**config.mk**
```make
export PLATFORM = sky130hd
export DESIGN_NAME = acumulador_de_digitos_flat
export DESIGN_NICKNAME = d
export VERILOG_FILES = /design/src/rtl/acumulador_de_digitos_pkg.sv /design/src/rtl/acumulador_de_digitos_if.sv /design/src/rtl/detector_de_borda.sv /design/src/rtl/acumulador_de_digitos.sv /design/src/flat_wrapper.sv
export SDC_FILE = /design/constraint.sdc
export NUM_CORES = 1
export LEC_CHECK = 0
export ABC_AREA = 0
export CAP_MARGIN = 40
export CORE_AREA = 2 2 83 53
export CTS_CLUSTER_DIAMETER = 80
export DETAILED_ROUTE_END_ITERATION = 8
export DIE_AREA = 0 0 85 55
export GPL_ROUTABILITY_DRIVEN = 0
export PLACE_DENSITY = 0.79
export SETUP_SLACK_MARGIN = 0.02
export SYNTH_ARGS = -nofsm -noshare
export SYNTH_HDL_FRONTEND = slang
export SYNTH_HIERARCHICAL = 1
export SYNTH_SLANG_ARGS = --single-unit
```
**constraint.sdc**
```tcl
create_clock -name clk -period 3 [get_ports clk]
set_clock_uncertainty 0.2 [all_clocks]
set_input_delay 0.6 -clock clk [delete_from_list [all_inputs] [get_ports clk]]
set_output_delay 0.6 -clock clk [all_outputs]
set_load 0.02 [all_outputs]
```
**src/rtl/acumulador_de_digitos_pkg.sv**
```systemverilog
// Shared types and key codes for the digit accumulator.
// Optional inactivity timeout is enabled with `define ACUMULADOR_TIMEOUT_EN.
package acumulador_pkg;

  typedef enum logic [1:0] {
    VAZIO,
    COLETANDO,
    CHEIO
  } estado_t;

  localparam logic [3:0] TECLA_ENTER = 4'hE;
  localparam logic [3:0] TECLA_CLEAR = 4'hF;

  function automatic logic eh_digito(logic [3:0] tecla);
    return (tecla <= 4'd9);
  endfunction

endpackage

```
**src/rtl/acumulador_de_digitos_if.sv**
```systemverilog
// Keypad-side and result-side signals of the digit accumulator.
// master = keypad/consumer side, slave = accumulator.
interface acumulador_de_digitos_if #(
  parameter int N_DIGITOS = 4
);
  logic [3:0]                       tecla_value;
  logic                             tecla_valid;
  logic [4*N_DIGITOS-1:0]           buffer_out;
  logic [$clog2(N_DIGITOS+1)-1:0]   num_digitos;
  logic [4*N_DIGITOS-1:0]           senha_out;
  logic                             senha_valid;
  logic                             erro;
  logic                             timeout_pulse;

  modport master (
    output tecla_value, tecla_valid,
    input  buffer_out, num_digitos, senha_out, senha_valid, erro, timeout_pulse
  );

  modport slave (
    input  tecla_value, tecla_valid,
    output buffer_out, num_digitos, senha_out, senha_valid, erro, timeout_pulse
  );
endinterface

```
**src/rtl/detector_de_borda.sv**
```systemverilog
// 1-bit rising-edge detector; the registered copy resets to VALOR_RESET so a
// level already high when reset releases does not count as an edge.
module detector_de_borda #(
  parameter logic VALOR_RESET = 1'b1
) (
  input  logic clk,
  input  logic rst,
  input  logic d,
  output logic borda
);

  logic tv_q_reg;

  always_ff @(posedge clk or posedge rst) begin
    if (rst) tv_q_reg <= VALOR_RESET;
    else     tv_q_reg <= d;
  end

  assign borda = d & ~tv_q_reg;

endmodule

```
**src/rtl/acumulador_de_digitos.sv**
```systemverilog
// Accumulates keypad digits into a packed BCD buffer; E commits, F clears.
// Define ACUMULADOR_TIMEOUT_EN to discard stale entries after TIMEOUT_CICLOS.
module acumulador_de_digitos
  import acumulador_pkg::*;
#(
  parameter int N_DIGITOS      = 4,
  parameter int TIMEOUT_CICLOS = 1000
) (
  input logic               clk,
  input logic               rst,
  acumulador_de_digitos_if.slave bus
);

  localparam int W  = 4 * N_DIGITOS;
  localparam int CW = $clog2(N_DIGITOS + 1);
  localparam logic [CW-1:0] CONT_CHEIO = CW'(N_DIGITOS);

  if (N_DIGITOS < 1 || N_DIGITOS > 8 || TIMEOUT_CICLOS < 2) begin : g_param_invalido
    $error("acumulador_de_digitos: N_DIGITOS must be 1..8 and TIMEOUT_CICLOS >= 2");
  end

  estado_t         estado_reg;
  logic [W-1:0]    buffer_reg;
  logic [CW-1:0]   cont_reg;
  logic [W-1:0]    senha_reg;
  logic            senha_valid_reg;
  logic            erro_reg;
  logic            aceita;

  detector_de_borda #(.VALOR_RESET(1'b1)) u_borda (
    .clk   (clk),
    .rst   (rst),
    .d     (bus.tecla_valid),
    .borda (aceita)
  );

`ifdef ACUMULADOR_TIMEOUT_EN
  // TIMEOUT_CICLOS >= 2 keeps this width at least one bit.
  localparam int TW = $clog2(TIMEOUT_CICLOS);
  localparam logic [TW-1:0] TIMER_MAX = TW'(TIMEOUT_CICLOS - 1);
  logic [TW-1:0] timer_reg;
  logic          timeout_reg;
`endif

  always_ff @(posedge clk or posedge rst) begin
    if (rst) begin
      estado_reg      <= VAZIO;
      buffer_reg      <= '0;
      cont_reg        <= '0;
      senha_reg       <= '0;
      senha_valid_reg <= 1'b0;
      erro_reg        <= 1'b0;
`ifdef ACUMULADOR_TIMEOUT_EN
      timer_reg       <= '0;
      timeout_reg     <= 1'b0;
`endif
    end else begin
      senha_valid_reg <= 1'b0;
      erro_reg        <= 1'b0;
`ifdef ACUMULADOR_TIMEOUT_EN
      timeout_reg     <= 1'b0;
`endif
      if (aceita) begin
`ifdef ACUMULADOR_TIMEOUT_EN
        timer_reg <= '0;
`endif
        if (eh_digito(bus.tecla_value)) begin
          if (estado_reg == CHEIO) begin
            erro_reg <= 1'b1;
          end else begin
            // Shift happens only below capacity, so no digit falls off the top.
            buffer_reg <= (buffer_reg << 4) | W'(bus.tecla_value);
            cont_reg   <= cont_reg + 1'b1;
            estado_reg <= ((cont_reg + 1'b1) == CONT_CHEIO) ? CHEIO : COLETANDO;
          end
        end else if (bus.tecla_value == TECLA_ENTER) begin
          if (cont_reg != '0) begin
            senha_reg       <= buffer_reg;
            senha_valid_reg <= 1'b1;
            buffer_reg      <= '0;
            cont_reg        <= '0;
            estado_reg      <= VAZIO;
          end
        end else if (bus.tecla_value == TECLA_CLEAR) begin
          buffer_reg <= '0;
          cont_reg   <= '0;
          estado_reg <= VAZIO;
        end else begin
          erro_reg <= 1'b1;
        end
      end
`ifdef ACUMULADOR_TIMEOUT_EN
      else if (estado_reg == VAZIO) begin
        timer_reg <= '0;
      end else if (timer_reg == TIMER_MAX) begin
        buffer_reg  <= '0;
        cont_reg    <= '0;
        estado_reg  <= VAZIO;
        timeout_reg <= 1'b1;
        timer_reg   <= '0;
      end else begin
        timer_reg <= timer_reg + 1'b1;
      end
`endif
    end
  end

  assign bus.buffer_out  = buffer_reg;
  assign bus.num_digitos = cont_reg;
  assign bus.senha_out   = senha_reg;
  assign bus.senha_valid = senha_valid_reg;
  assign bus.erro        = erro_reg;
`ifdef ACUMULADOR_TIMEOUT_EN
  assign bus.timeout_pulse = timeout_reg;
`else
  assign bus.timeout_pulse = 1'b0;
`endif

endmodule
```
**src/flat_wrapper.sv**
```systemverilog
// flat-port wrapper written by rule: the top's interface ports become plain ports
module acumulador_de_digitos_flat import acumulador_pkg::*;
#(
  parameter int N_DIGITOS      = 4,
  parameter int TIMEOUT_CICLOS = 1000
)
  (clk, rst, bus_tecla_value, bus_tecla_valid, bus_buffer_out, bus_num_digitos, bus_senha_out, bus_senha_valid, bus_erro, bus_timeout_pulse);
  acumulador_de_digitos_if #(.N_DIGITOS(N_DIGITOS)) bus_i ();
  input logic clk;
  input logic rst;
  input wire logic [$bits(bus_i.tecla_value)-1:0] bus_tecla_value;
  input wire logic [$bits(bus_i.tecla_valid)-1:0] bus_tecla_valid;
  output wire logic [$bits(bus_i.buffer_out)-1:0] bus_buffer_out;
  output wire logic [$bits(bus_i.num_digitos)-1:0] bus_num_digitos;
  output wire logic [$bits(bus_i.senha_out)-1:0] bus_senha_out;
  output wire logic [$bits(bus_i.senha_valid)-1:0] bus_senha_valid;
  output wire logic [$bits(bus_i.erro)-1:0] bus_erro;
  output wire logic [$bits(bus_i.timeout_pulse)-1:0] bus_timeout_pulse;
  assign bus_i.tecla_value = bus_tecla_value;
  assign bus_i.tecla_valid = bus_tecla_valid;
  assign bus_buffer_out = bus_i.buffer_out;
  assign bus_num_digitos = bus_i.num_digitos;
  assign bus_senha_out = bus_i.senha_out;
  assign bus_senha_valid = bus_i.senha_valid;
  assign bus_erro = bus_i.erro;
  assign bus_timeout_pulse = bus_i.timeout_pulse;
  acumulador_de_digitos #(.N_DIGITOS(N_DIGITOS), .TIMEOUT_CICLOS(TIMEOUT_CICLOS)) u_core (.clk(clk), .rst(rst), .bus(bus_i));
endmodule
```
* Word-level counts from Yosys, hierarchy flattened
Cells that the tools add are included.
** Storage, ports and cells
- Bits in registers :: 40
- Latch bits :: 0
- RAM bits :: 0
- ROM bits :: 0
- Input port bits :: 7
- Output and inout port bits :: 38
- Word-level logic and storage cells :: 48
- Memories :: 0
** Operators by class
- Add/sub/neg operators :: 1
- $mul :: 0
- Div/mod/pow operators :: 0
- Order comparisons :: 1
- Equality and inequality tests :: 6
- Shift-type cells :: 0
- Muxes and demuxes :: 25
- Bitwise logic cells :: 4
- Reduce and logical (&&, ||, !) cells :: 4
** Operators by type and width (number)
- $mux W16 :: 5
- $or A16 B4 Y16 :: 1
- $mux W3 :: 5
- $mux W2 :: 6
- $mux W1 :: 9
- $eq A4 B4 Y1 const B :: 2
- $reduce_and A4 Y1 :: 2
- $reduce_bool A3 Y1 :: 2
- $le A4 B4 Y1 const B :: 1
- $add A3 B1 Y3 const B :: 1
- $eq A3 B3 Y1 const B :: 1
- $ne A3 B2 Y1 const B :: 1
- $eq A2 B2 Y1 const B :: 1
- $ne A2 B2 Y1 const B :: 1
- $not A1 Y1 :: 2
- $and A1 B1 Y1 :: 1

* Depth between registers and ports, before layout
- Word-level depth :: 5
- Mapped depth :: 6
- Depth with buffers taken out :: 5

* Hierarchy
Netlist, hierarchy kept.
** Modules (own cells, without submodules)
- acumulador_de_digitos :: instances 1, cells each 132, area each 1674.1 µm², seq. area each 975.9 µm²
- detector_de_borda :: instances 1, cells each 3, area each 43.8 µm², seq. area each 26.3 µm²

* Worst setup path after synthesis
Ideal clock, no wire load.
- Path type :: reg2reg
- Start point :: register u_core.cont_reg[0] (netlist: u_core/bus.num_digitos[0])
- End point :: register u_core.senha_reg[10] (netlist: u_core/bus.senha_out[10])
- Arrival time :: 1.914 ns
- Path slack :: 0.762 ns
- Stages on the path, launching flop included :: 7
- Period minus slack after synthesis :: 2.238 ns
- Path through :: dfrtp_1 > inv_1 > ha_1 > nor2b_1 > nor4b_4 > buf_4 > mux2_2
** Between the ends
- Longest elaborated chain between the ends :: 2
** RTL lines
- start: declaration :: RTL line acumulador_de_digitos.sv:24 : logic [CW-1:0] cont_reg;
- start signal: assignment :: RTL line acumulador_de_digitos.sv:73 : cont_reg <= cont_reg + 1'b1;
- $reduce_bool A3 Y1 :: RTL line acumulador_de_digitos.sv:77 : if (cont_reg != '0) begin
- $reduce_and A4 Y1 (no source line)
- end signal: assignment :: RTL line acumulador_de_digitos.sv:78 : senha_reg <= buffer_reg;
- end: declaration :: RTL line acumulador_de_digitos.sv:25 : logic [W-1:0] senha_reg;
Every way passes these cells.
A chain may end at the register's enable or synchronous reset.

* Final worst setup path
- Start point :: input bus_tecla_value[1]
- End point :: register u_core.buffer_reg[14] (netlist: u_core/bus.buffer_out[14])
** Between the ends
- Longest elaborated chain between the ends :: 3
** RTL lines
- start: declaration :: RTL line flat_wrapper.sv:11 : input wire logic [$bits(bus_i.tecla_value)-1:0] bus_tecla_value;
- $le A4 B4 Y1 (tied with other cells) :: RTL line acumulador_de_digitos_pkg.sv:15 : return (tecla <= 4'd9);
- $ne A3 B2 Y1 (no source line) (tied with other cells)
- $reduce_and A4 Y1 (no source line) or $mux W16 (tied branches)
- end signal: assignment :: RTL line acumulador_de_digitos.sv:72 : buffer_reg <= (buffer_reg << 4) | W'(bus.tecla_value);
- end: declaration :: RTL line acumulador_de_digitos.sv:23 : logic [W-1:0] buffer_reg;
Several ways; a longest one is shown, not always the timed one.

==> flow_metrics.py <==
metrics = {
    "route": {
        "wire_per_inst_um": 14.5,
        "firstDrtPassIters": 4,
        "drt_iter0_drc": 58,
        "via_count": 1158,
        "ant_nets": 0,
        "via_per_inst": 4.89,
        "drt-total-wl_um": 3430,
        "drcViolationCount": 0,
    },
    "finish": {
        "fin_nets": 196,
        "seq_area_um2": 1000,
        "diodes": 0,
        "area_growth_pct": 36.1,
        "layout-drive-gt1-share_pct": 23.0,
        "fillers": 305,
        "multi_input_area_um2": 641,
    },
    "sta": {
        "fmax_mhz": 405,
        "period_share_pct": 82.4,
        "worst_slack_ns": 0.528,
        "min_period_ns": 2.47,
        "rsz0062_at_grt": "no",
        "setup_tns_ns": 0,
        "setup_violations": 0,
        "finalHoldViolCount": 0,
        "slew_viol_final": 0,
    },
    "cts": {
        "cts_hold_buf": 0,
        "cts_tree": "done",
        "path_clk_slew_ns": 0.08,
        "cts.repair.resized": 0,
        "clockRootBuffer": "clkbuf_8",
        "cts_sinks": 40,
        "htree_num_levels": 2,
        "cts_buffers": 5,
        "clk_latency_ns": 0.29,
        "cts_max_path_buffers": 2,
        "post-cts-setup-buffers": 0,
    },
    "worst_setup_path": {
        "r2r-start": "u_core/bus.num_digitos[0]",
        "path_buf_inv": 2,
        "cp.required_ns": 2.97,
        "cp_slowest_cell": "clkdlybuf4s50_1",
        "crit_path_end_kind": "flip-flop",
        "critPathKind": "input pin to flip-flop",
        "path_cells": "clkdlybuf4s50_1 -> and3_1 -> a21oi_1 -> a311oi_4 -> buf_4 -> mux2_2",
        "cp_slowest_stage_delay_ns": 0.55,
        "crit_fanout": 11,
        "critPathTopFamily": "buffers and inverters",
        "critPathArrivalTime_ns": 2.44,
        "crit_start": "bus_tecla_value[1]",
        "cp-start-kind": "input pin",
    },
    "global_routing": {
        "grt_pass1_wl_um": 5790,
        "grt_pass1_vias": 1217,
        "globalRouteOverflowTotal": 0,
        "grt_max_degree": 40,
        "grtUsageTotal_pct": 16.4,
        "antenna_found_initial": 0,
    },
    "logic_synthesis": {
        "synthTopCellsByArea": "dfrtp_1, mux2_2, mux2i_1",
        "syn_area_um2": 1720,
        "syn-num-nets": 145,
        "synth_enable_flop_cells": 0,
        "synth.largest_area_cell": "dfrtp_1",
        "avgSynthCellArea_um2": 12.7,
        "ys.flop_type": "dfrtp_1",
        "yosys_warnings": 6,
        "synth.most_common_cell": "dfrtp_1",
        "async_flop_share_pct": 100,
        "ys_types": 26,
        "ys_seq_area_share_pct": 58.3,
        "synth_cells": 135,
        "netlist_top_cells_count": "dfrtp_1, mux2_2, inv_1",
        "yosys.area.top_type_share_pct": 56.8,
        "ys_ff_latch": 40,
    },
    "status": {
        "status": "finished, final reports clean",
    },
    "hold_path": {
        "hp-start": "u_core/bus.senha_out[4]",
        "hold_path.class": "flip-flop to flip-flop",
    },
    "power_and_ir_drop": {
        "p_leak_uw": 0.00106,
        "switching_power_uw": 667,
        "worst_ir_drop_vdd_v": 0.000411,
        "p_int_uw": 1240,
        "power.share.clock_pct": 19.1,
        "power.density_nw_per_um2": 818,
        "pwr-share-seq_pct": 41.7,
        "power_frac_comb_pct": 39.1,
        "switching_share_pct": 34.9,
    },
    "floorplan": {
        "pin_count": 45,
        "row_count": 18,
        "dieArea_um2": 4680,
        "core_area_um2": 3940,
        "initial_core_util_pct": 43.6,
        "die-height_um": 55,
        "die_x_um": 85,
    },
    "flow_run": {
        "maxCapViolations": 0,
    },
    "place": {
        "port_buffers": 43,
        "dp_slack_ns": 0.227,
        "dp_hpwl_um": 2480,
    },
}
==> cell usage in the layout, fill, tap and decap left out, drive strengths merged, types with 2 or more instances in the layout <==
cell type and n:
ha 3, nand2 10, o21ai 3, dfrtp 39, mux2 25, nor2 6, nor2b 4, clkbuf 6
mux2i 10, clkinv 2, clkdlybuf4s50 43, nand2b 2, buf 6, inv 17
==> kinds of logic after synthesis <==
| group | after synthesis | share of synthesized area, % |
|---|---|---|
| DFF | 40 | 58.3 |
| muxes | 35 | 22.2 |
| and+or+nand+nor | 27 | 9.03 |
| buffers and inverters | 22 | 5.39 |
| AOI/OAI and AO/OA | 7 | 2.62 |
| adders and majority gates | 3 | 2.19 |
| other | 1 | 0.218 |
==> power groups by stage <==
stage	combinational [uW]	sequential (uW)	clock (uW)
3_5_place_dp	751	808	0
2_1_floorplan	228	955	0
4_1_cts	752	801	378
3_3_place_gp	734	798	0
6_report	748	798	366
5_1_grt	801	824	398
==> per-stage QoR <==
step / utilization (%) / hold WS (ns) / cell area, um2 / power, uW / std cells
2_1_floorplan: - / 0.272 / 1720 / 1180 / 135
3_3_place_gp: 57.0 / 0.286 / 2240 / 1530 / 229
3_5_place_dp: 57.0 / 0.294 / 2240 / 1560 / 229
4_1_cts: 59.3 / 0.315 / 2340 / 1930 / 237
5_1_grt: 59.3 / 0.325 / 2340 / 2020 / 237
6_report: 59.3 / 0.309 / 2340 / 1910 / 237
==> routing by layer <==
metal  part of all wire (%)  routed length (um)  vias up  global-route usage [%]
met4                   0.23                   8        0                    3.97
met2                     46                1560       37                    26.7
met1                     48                1640      573                    21.5
met5                      0                   0        -                       0
li1                       -                   -      546                       -
met3                    6.4                 218        2                    5.79
==> path summary, 6_finish.rpt <==
kind                                                  end  cells after the start  slack [ns]
worst max-delay path            u_core/bus.buffer_out[14]                      6        0.53
worst min-delay path              u_core/bus.senha_out[4]                      1        0.31
worst max register to register  u_core/bus.buffer_out[14]                      6        0.89
worst min register to register    u_core/bus.senha_out[4]                      1        0.31
max in group asynchronous        u_core/bus.buffer_out[4]                      3        1.71
min in group asynchronous         u_core/u_borda/tv_q_reg                      2        0.44
==> final cells by class <==
type / count / share of cell area [%]
repair buffers: 49 / 20.3
clock buffers: 6 / 3.53
flip-flops and latches: 40 / 42.9
inverters: 17 / 2.73
clock inverters: 2 / 0.428
multi-input cells: 73 / 27.4
well taps: 50 / 2.68
No activity file was read; power rests on OpenSTA's default activity.
